==> src/rtl/axi_req_unpacker.sv <==
// axi_req_unpacker: queues packed arbiter requests in a small FIFO and expands
// each one into per-beat AXI addresses (FIXED/INCR/WRAP), split into cache
// tag/index/offset fields. Optional protocol checking is compiled in when the
// macro AXI_REQ_ERR_CHECK_EN is defined; otherwise beat_err is tied low.
module axi_req_unpacker #(
  parameter int ADDR_W   = 32,
  parameter int DATA_W   = 64,
  parameter int ID_W     = 4,
  parameter int INDEX_W  = 7,
  parameter int OFFSET_W = 3,
  parameter int DEPTH    = 4,
  localparam int STRB_W  = DATA_W / 8,
  localparam int TAG_W   = ADDR_W - INDEX_W - OFFSET_W,
  localparam int REQ_W   = 1 + ADDR_W + ID_W + 2 + 3 + 8 + DATA_W + STRB_W,
  localparam int CNT_W   = $clog2(DEPTH) + 1
) (
  input  logic                clk,
  input  logic                rst,
  input  logic                in_valid,
  output logic                in_ready,
  input  logic [REQ_W-1:0]    in_req,
  output logic                beat_valid,
  input  logic                beat_ready,
  output logic                beat_rw,
  output logic [ID_W-1:0]     beat_id,
  output logic [ADDR_W-1:0]   beat_addr,
  output logic [TAG_W-1:0]    beat_tag,
  output logic [INDEX_W-1:0]  beat_index,
  output logic [OFFSET_W-1:0] beat_offset,
  output logic [2:0]          beat_size,
  output logic [7:0]          beat_num,
  output logic                beat_last,
  output logic [DATA_W-1:0]   beat_wdata,
  output logic [STRB_W-1:0]   beat_wstrb,
  output logic                beat_err,
  output logic                busy,
  output logic [CNT_W-1:0]    fifo_count
);

  localparam int PTR_W     = $clog2(DEPTH);
  localparam int WDATA_LSB = STRB_W;
  localparam int LEN_LSB   = WDATA_LSB + DATA_W;
  localparam int SIZE_LSB  = LEN_LSB + 8;
  localparam int BURST_LSB = SIZE_LSB + 3;
  localparam int ID_LSB    = BURST_LSB + 2;
  localparam int ADDR_LSB  = ID_LSB + ID_W;
  localparam int RW_BIT    = ADDR_LSB + ADDR_W;

  typedef enum logic {IDLE, BURST} state_t;

  state_t state, state_nx;

  logic [REQ_W-1:0]  mem [DEPTH];
  logic [PTR_W-1:0]  wr_ptr, rd_ptr;
  logic [CNT_W-1:0]  count;
  logic              push, pop, load, adv;

  // Head-of-FIFO fields, unpacked (stage 0)
  logic [REQ_W-1:0]  head_p0;
  logic              rw_p0;
  logic [ADDR_W-1:0] addr_p0;
  logic [ID_W-1:0]   id_p0;
  logic [1:0]        burst_p0;
  logic [2:0]        size_p0;
  logic [7:0]        len_p0;
  logic [DATA_W-1:0] wdata_p0;
  logic [STRB_W-1:0] wstrb_p0;

  // Registered beat state (stage 1)
  logic              vld_p1;
  logic              rw_p1;
  logic [ADDR_W-1:0] addr_p1;
  logic [ID_W-1:0]   id_p1;
  logic [1:0]        burst_p1;
  logic [2:0]        size_p1;
  logic [7:0]        len_p1;
  logic [7:0]        num_p1;
  logic [DATA_W-1:0] wdata_p1;
  logic [STRB_W-1:0] wstrb_p1;
  logic              last_p1;

  // Address of the following beat for the given burst type.
  function automatic logic [ADDR_W-1:0] next_addr(input logic [ADDR_W-1:0] a,
                                                  input logic [1:0]        b,
                                                  input logic [2:0]        s,
                                                  input logic [7:0]        l);
    logic [ADDR_W-1:0] inc, wb, r;
    inc = ADDR_W'(1) << s;
    wb  = (ADDR_W'(l) + ADDR_W'(1)) << s;
    case (b)
      2'b00:   r = a;
      2'b10:   r = (a & ~(wb - ADDR_W'(1))) | ((a + inc) & (wb - ADDR_W'(1)));
      default: r = (a & ~(inc - ADDR_W'(1))) + inc;
    endcase
    return r;
  endfunction

  assign head_p0  = mem[rd_ptr];
  assign rw_p0    = head_p0[RW_BIT];
  assign addr_p0  = head_p0[ADDR_LSB +: ADDR_W];
  assign id_p0    = head_p0[ID_LSB +: ID_W];
  assign burst_p0 = head_p0[BURST_LSB +: 2];
  assign size_p0  = head_p0[SIZE_LSB +: 3];
  assign len_p0   = head_p0[LEN_LSB +: 8];
  assign wdata_p0 = head_p0[WDATA_LSB +: DATA_W];
  assign wstrb_p0 = head_p0[0 +: STRB_W];

  assign in_ready = (count != CNT_W'(DEPTH));
  assign push     = in_valid & in_ready;
  assign vld_p1   = (state == BURST);
  assign last_p1  = (num_p1 == len_p1);

  // FIFO storage; contents need no reset since occupancy is tracked separately
  always_ff @(posedge clk) begin
    if (push) mem[wr_ptr] <= in_req;
  end

  // FIFO pointers and occupancy
  always_ff @(posedge clk or posedge rst) begin
    if (rst) begin
      wr_ptr <= '0;
      rd_ptr <= '0;
      count  <= '0;
    end else begin
      if (push) wr_ptr <= wr_ptr + PTR_W'(1);
      if (pop)  rd_ptr <= rd_ptr + PTR_W'(1);
      case ({push, pop})
        2'b10:   count <= count + CNT_W'(1);
        2'b01:   count <= count - CNT_W'(1);
        default: count <= count;
      endcase
    end
  end

  // FSM state register
  always_ff @(posedge clk or posedge rst) begin
    if (rst) state <= IDLE;
    else     state <= state_nx;
  end

  // FSM next state: load from FIFO when idle or on the last beat, else advance
  always_comb begin
    state_nx = state;
    pop      = 1'b0;
    load     = 1'b0;
    adv      = 1'b0;
    case (state)
      IDLE: begin
        if (count != '0) begin
          pop      = 1'b1;
          load     = 1'b1;
          state_nx = BURST;
        end
      end
      BURST: begin
        if (beat_ready) begin
          if (!last_p1) begin
            adv = 1'b1;
          end else if (count != '0) begin
            pop  = 1'b1;
            load = 1'b1;
          end else begin
            state_nx = IDLE;
          end
        end
      end
      default: state_nx = IDLE;
    endcase
  end

  // Beat register: load a fresh request or step to the next beat
  always_ff @(posedge clk or posedge rst) begin
    if (rst) begin
      rw_p1    <= 1'b0;
      addr_p1  <= '0;
      id_p1    <= '0;
      burst_p1 <= '0;
      size_p1  <= '0;
      len_p1   <= '0;
      num_p1   <= '0;
      wdata_p1 <= '0;
      wstrb_p1 <= '0;
    end else if (load) begin
      rw_p1    <= rw_p0;
      addr_p1  <= addr_p0;
      id_p1    <= id_p0;
      burst_p1 <= burst_p0;
      size_p1  <= size_p0;
      len_p1   <= len_p0;
      num_p1   <= '0;
      wdata_p1 <= wdata_p0;
      wstrb_p1 <= wstrb_p0;
    end else if (adv) begin
      addr_p1  <= next_addr(addr_p1, burst_p1, size_p1, len_p1);
      num_p1   <= num_p1 + 8'd1;
    end
  end

`ifdef AXI_REQ_ERR_CHECK_EN
  localparam int MAX_SIZE = $clog2(STRB_W);

  logic err_p1;

  // Protocol violations of one request; only the low 12 address bits matter.
  function automatic logic req_err(input logic [11:0] a,
                                   input logic [1:0]  b,
                                   input logic [2:0]  s,
                                   input logic [7:0]  l);
    logic [16:0] span;
    logic [11:0] mask;
    logic        e;
    span = 17'(a) + ((17'(l) + 17'd1) << s);
    mask = (12'd1 << s) - 12'd1;
    e    = 1'b0;
    if (int'(s) > MAX_SIZE) e = 1'b1;
    if (b == 2'b11) e = 1'b1;
    if (b == 2'b10 && !(l == 8'd1 || l == 8'd3 || l == 8'd7 || l == 8'd15)) e = 1'b1;
    if (b == 2'b10 && (a & mask) != 12'd0) e = 1'b1;
    if (b == 2'b01 && span > 17'd4096) e = 1'b1;
    return e;
  endfunction

  // Error flag captured once per request and held across its beats
  always_ff @(posedge clk or posedge rst) begin
    if (rst)       err_p1 <= 1'b0;
    else if (load) err_p1 <= req_err(addr_p0[11:0], burst_p0, size_p0, len_p0);
  end

  assign beat_err = vld_p1 & err_p1;
`else
  assign beat_err = 1'b0;
`endif

  assign beat_valid  = vld_p1;
  assign beat_rw     = rw_p1;
  assign beat_id     = id_p1;
  assign beat_addr   = addr_p1;
  assign beat_tag    = addr_p1[ADDR_W-1 -: TAG_W];
  assign beat_index  = addr_p1[OFFSET_W +: INDEX_W];
  assign beat_offset = addr_p1[OFFSET_W-1:0];
  assign beat_size   = size_p1;
  assign beat_num    = num_p1;
  assign beat_last   = vld_p1 & last_p1;
  assign beat_wdata  = wdata_p1;
  assign beat_wstrb  = wstrb_p1;
  assign busy        = (count != '0) | vld_p1;
  assign fifo_count  = count;

endmodule
==> config.mk <==
export PLATFORM = sky130hd
export DESIGN_NAME = axi_req_unpacker
export DESIGN_NICKNAME = d
export VERILOG_FILES = /design/src/rtl/axi_req_unpacker.sv
export SDC_FILE = /design/constraint.sdc
export NUM_CORES = 1
export LEC_CHECK = 0
export CAP_MARGIN = 20
export CORE_ASPECT_RATIO = 0.8
export CORE_MARGIN = 5
export CORE_UTILIZATION = 50
export DETAILED_ROUTE_END_ITERATION = 6
export GPL_ROUTABILITY_DRIVEN = 0
export PLACE_DENSITY = 0.72
export SKIP_CTS_REPAIR_TIMING = 1
export SYNTH_ARGS = -nofsm -noshare
export SYNTH_HDL_FRONTEND = slang
export SYNTH_SLANG_ARGS = --single-unit
==> constraint.sdc <==
create_clock -name clk -period 12.5 [get_ports clk]
set_input_delay 2.5 -clock clk [delete_from_list [all_inputs] [get_ports clk]]
set_output_delay 2.5 -clock clk [all_outputs]
set_load 0.01 [all_outputs]
# Word-level counts from Yosys, hierarchy flattened
# Memories as Yosys holds them, arrays and structs flattened.
# Index checks and enable logic that the tools add are counted.
word_totals:
  input_bits: 126
  elab_cells: 65
  regBits: 138
  ram_bits: 488
  out_inout_bits: 160
  n_memories: 1
op_classes:
  shift: 2
  bitwise_logic: 10
  addsub: 10
  eq_ne: 6
  reduce_logical: 5
  n_mux: 18
mem_list:
  columns: ["name", "words", "width", "rd", "rd_ports_with_merged_regs", "wr", "line_no", "rtl"]
  rows:
  - ["mem", 4, 122, 1, 0, 1, "53", "logic [REQ_W-1:0] mem [DEPTH];"]
op_table:
  columns: ["operator", "count"]
  rows:
  - ["bitwise AND 32 bit", 3]
  - ["adder 32 bit", 2]
  - ["two-way mux 32 bit", 2]
  - ["NOT 32 bit", 2]
  - ["one-hot mux 32 bit (2 select lines)", 1]
  - ["subtractor 32 x 1 -> 32 bit (second input constant)", 2]
  - ["bitwise OR 32 bit", 1]
  - ["left shift 1 x 3 -> 32 bit (first input constant)", 1]
  - ["left shift 9 x 3 -> 32 bit", 1]
  - ["two-way mux 8 bit", 2]
  - ["two-way mux 1 bit", 10]
  - ["adder 8 x 1 -> 9 bit (second input constant)", 1]
  - ["adder 8 x 1 -> 8 bit (second input constant)", 1]
  - ["== test 8 bit", 1]
  - ["one-hot mux 3 bit (2 select lines)", 1]
  - ["adder 2 x 1 -> 2 bit (second input constant)", 2]
  - ["== test 2 bit (second input constant)", 2]
  - ["one-hot mux 1 bit (2 select lines)", 2]
  - ["nonzero test 2 bit", 2]
  - ["adder 3 x 1 -> 3 bit (second input constant)", 1]
  - ["!= test 3 bit (second input constant)", 1]
  - ["nonzero test 3 bit", 1]
  - ["subtractor 3 x 1 -> 3 bit (second input constant)", 1]
  - ["bitwise AND 1 bit", 2]
  - ["other kinds (6)", 6]

# Depth between registers and ports, before layout
depth:
  word_depth: 9
  mapped_depth: 18
  mapped_depth_nobuf: 15

# Least setup slack after synthesis
# No wires, ideal clock.
synth_path:
  path_type: "input -> register"
  start: "input port in_valid"
  end: "memory mem[0][0] (netlist bit) (enable)"
  path_buffers: 0
  slack_ns: 6.642
  t_required_ns: 12.004
  stages: 1
  setup_time_ns: 0.496
  arrival_ns: 5.361
  path_cell_list: "and3_1"
synth_between:
  elab_chain_cells: 3
synth_rtl:
  columns: ["element", "line_no", "rtl"]
  rows:
  - ["from (decl)", "19", "input logic in_valid,"]
  - ["bitwise AND 1 bit", "109", "assign push = in_valid & in_ready;"]
  - ["two-way mux 1 bit", "115", "if (push) mem[wr_ptr] <= in_req;"]
  - ["two-way mux 1 bit (not written as such)", "115", null]
  - ["to (decl)", "53", null]
# Every way passes these cells.

==> metrics <==
outcome=complete, no violations; Tmin final=5880 ps; TritonCTS clock tree=yes; crit-path max cell delay=between 700 and 800 ps; Final Power=between 7000 and 8000 µW; CP endpoint kind=register; synthesized cell area=about 27000 µm²; global-route wire length before repair=about 100000 µm; Max clock buf depth=3; Clock Sinks=626; largest net degree at the start of global routing=72; data required time of the critical path=about 13000 ps; fmax=0.170 GHz; Avg Inst Size Synth=14.5 µm²; CTS clk-pin slew, worst paths=60 ps; max_slew headroom=0.274; final worst slack=6620 ps; Max Slew Vio Count=0; area grow syn2layout=19.8%; Final Hold Viols=0; Design Area, Final=32700 µm²; period utilization=0.471; worst-path maximum fanout=a little over 70; Root Driver=clkbuf_16; Placement Setup Slack=6030 ps; residual DRC count=0; starting density of the core=0.506; P per Cell Area=roughly 240 nW/µm²; Die Wd=271 µm; most frequent CP cell=nor2_1; setup TNS=0 ps; sequential element share of the synthesized area=0.663; asr flop ratio synth=0.220; DRT Pass-1 Iters=5; # IOs=286; Top FF cell, synth=edfxtp_1; CP arrival=6390 ps; Top Layer Used=met5; CTS HTree Levels=2; number of flops mapped to enable cells by yosys=488; hpwl dp=about 41000 µm; Routed met2 length=about 32000 µm; DR WL/cell=about 23 µm; worst slew pin tran=1090 ps; Final ANT Viol Nets=0; WL met1=27800 µm; Max-Cap Viols=0; reg2reg setup slack=7510 ps; startpoint types=input pin; final WL=66400 µm; Via Count=17023; worst hold slack=474 ps; Total GRT Usage=0.222; gr ovfl total=0; CP Class=input pin to register; CORE AREA=53900 µm²; synth warn=0; maximum VDD drop=about 0.00014 V; static leakage=0.0116 µW; initial DRC count=1618; final setup fails=0; RR Startpoint=len_p1[3]; Worst path slowest cell=a31oi_1; Hold Path Class=register to register; metal3 WL=5140 µm; vias in the first global route=17125; port bufs=284; Max Clock Skew=21.5 ps; worst-skew pair later-pin latency=roughly 640 ps; R2R depth=12; Mapped Nets=2036; placed cell area=between 30000 and 40000 µm²; crit-path cells=clkdlybuf4s50_1, nand3_1, nand2_1, nand2b_4, inv_4, buf_4, nor2_1, buf_4, nor2_1, a31oi_1, nor2_1, a22o_1; drt via density=approximately 6; Die Ht=219 µm; Critical path origin=beat_ready; synthesis-stage register bit count=626; Cell Rows=76; CTS Buf Count=61; antenna violations before repair=12; Post-Syn Instances=1887; fin nets=2265; unrepaired setup endpoints after global routing=false; share of cells above drive strength 1=0.135; die area=59400 µm²; post-synth cell types=94
==> Yosys cell counts (all sizes together) (5+ instances only) <==
| cell type | number | area, µm² |
|---|---|---|
| a21o | 5 | 37.5 |
| nor3b | 5 | 42.5 |
| xor2 | 32 | 280 |
| o22ai | 9 | 56.3 |
| and2 | 14 | 90.1 |
| nand4 | 22 | 168 |
| mux2i | 6 | 60.1 |
| xnor2 | 32 | 288 |
| nand2 | 351 | 1320 |
| and3 | 18 | 113 |
| o311ai | 7 | 78.8 |
| nor4 | 11 | 83.8 |
| inv | 34 | 128 |
| nand3 | 28 | 140 |
| a211oi | 16 | 125 |
| o2111ai | 5 | 43.8 |
| or2 | 8 | 50.1 |
| nor2b | 10 | 62.6 |
| nor2 | 69 | 259 |
| o32ai | 5 | 43.8 |
| nor3 | 25 | 125 |
| a31oi | 12 | 75.1 |
| a21oi | 48 | 244 |
| o21ai | 64 | 320 |
| nand2b | 13 | 81.3 |
| clkbuf | 75 | 282 |
| nand3b | 5 | 37.5 |
| mux4 | 122 | 2750 |
| ha | 21 | 263 |
| a22o | 12 | 105 |
| nand4b | 5 | 43.8 |
| or3 | 12 | 75.1 |
| a211o | 5 | 43.8 |
| o211ai | 10 | 80.1 |
| buf | 65 | 413 |
| edfxtp | 488 | 14700 |
| o31ai | 10 | 88.8 |
| dfrtp | 138 | 3450 |
| a22oi | 5 | 37.5 |
==> state kept, by name, summed over array words and instances, names as in the netlist, named ones only <==
register and count:
beat_rw 1, beat_num 8, beat_size 3, beat_valid 1
rd_ptr 2, mem 488, beat_wstrb 8, wr_ptr 2
len_p1 8, fifo_count 3, beat_wdata 64, beat_id 4
burst_p1 2
==> report_power, final <==
group	leakage, µW	switching [µW]	total, µW	internal [µW]
clock network	0.00105	800	1910	1110
logic	0.00436	1430	2640	1210
registers	0.00622	385	3170	2780
total	0.0116	2610	7720	5110
==> layer usage <==
metal	vias up	global-route usage
li1	7614	-
met1	8588	0.312
met2	698	0.359
met3	109	0.0492
met4	14	0.0591
met5	-	0
==> worst min path at each step <==
stage	start	endpoint	slack, ps	depth (start not counted)
6_report	beat_wdata[53]	beat_wdata[53]	470	2
3_5_place_dp	beat_wdata[53]	beat_wdata[53]	460	2
2_1_floorplan	burst_p1[1]	burst_p1[1]	500	2
3_3_place_gp	beat_wdata[9]	beat_wdata[9]	460	2
4_1_cts	beat_wdata[53]	beat_wdata[53]	480	2
5_1_grt	beat_wstrb[0]	beat_wstrb[0]	500	2
==> layout make-up <==
type / count / area [µm²]
inverter: 34 / 135
timing repair buffer: 306 / 3030
fill: 4020 / 21200
clock buffer: 87 / 1810
tap: 702 / 878
antenna: 5 / 12.5
multi-input combinational: 1087 / 8410
clock inverter: 28 / 332
sequential: 626 / 18100
==> critical path, delay by kind of cell <==
kind / cells / cell delay, ps
AOI/OAI and AO/OA: 2 / 1030
buffers and inverters: 4 / 1530
and+or+nand+nor: 6 / 1260
==> cell usage in the layout, fill, tap and decap left out, drive strengths merged, types with 6 or more instances in the layout <==
cell type / Yosys / layout
ha: 21 / 21
inv: 34 / 36
nand4: 22 / 22
dfrtp: 138 / 138
nor3: 25 / 25
nor4: 11 / 11
mux2i: 6 / 6
edfxtp: 488 / 488
nand2: 351 / 351
o311ai: 7 / 7
a21oi: 48 / 48
o21ai: 64 / 64
xor2: 32 / 32
mux4: 122 / 122
o31ai: 10 / 10
or3: 12 / 12
a31oi: 12 / 12
nor2: 69 / 69
nand2b: 13 / 13
nor2b: 10 / 10
clkdlybuf4s50: 0 / 284
xnor2: 32 / 32
buf: 65 / 22
and2: 14 / 14
o211ai: 10 / 10
and3: 18 / 18
or2: 8 / 8
a211oi: 16 / 16
nand3: 28 / 28
o22ai: 9 / 9
clkinv: 0 / 19
clkbuf: 75 / 87
a22o: 12 / 12
==> through the flow <==
| step | utilization | std cells |
|---|---|---|
| final | 0.607 | 2875 |
| after global routing | 0.607 | 2872 |
| after CTS | 0.606 | 2869 |
| after detailed placement | 0.566 | 2754 |
| after global placement | 0.566 | 2754 |
| after floorplan | - | 1887 |
==> cell families after synthesis <==
family,after synthesis,synth area share
DFF,626,0.663
and+or+nand+nor,609,0.103
AOI/OAI and AO/OA,256,0.0666
muxes,132,0.104
adders and majority gates,25,0.0118
other,1,0.000137
buffers and inverters,174,0.0301
xor gates and xnor gates,64,0.0208
No activity file was read; power rests on OpenSTA's default activity.
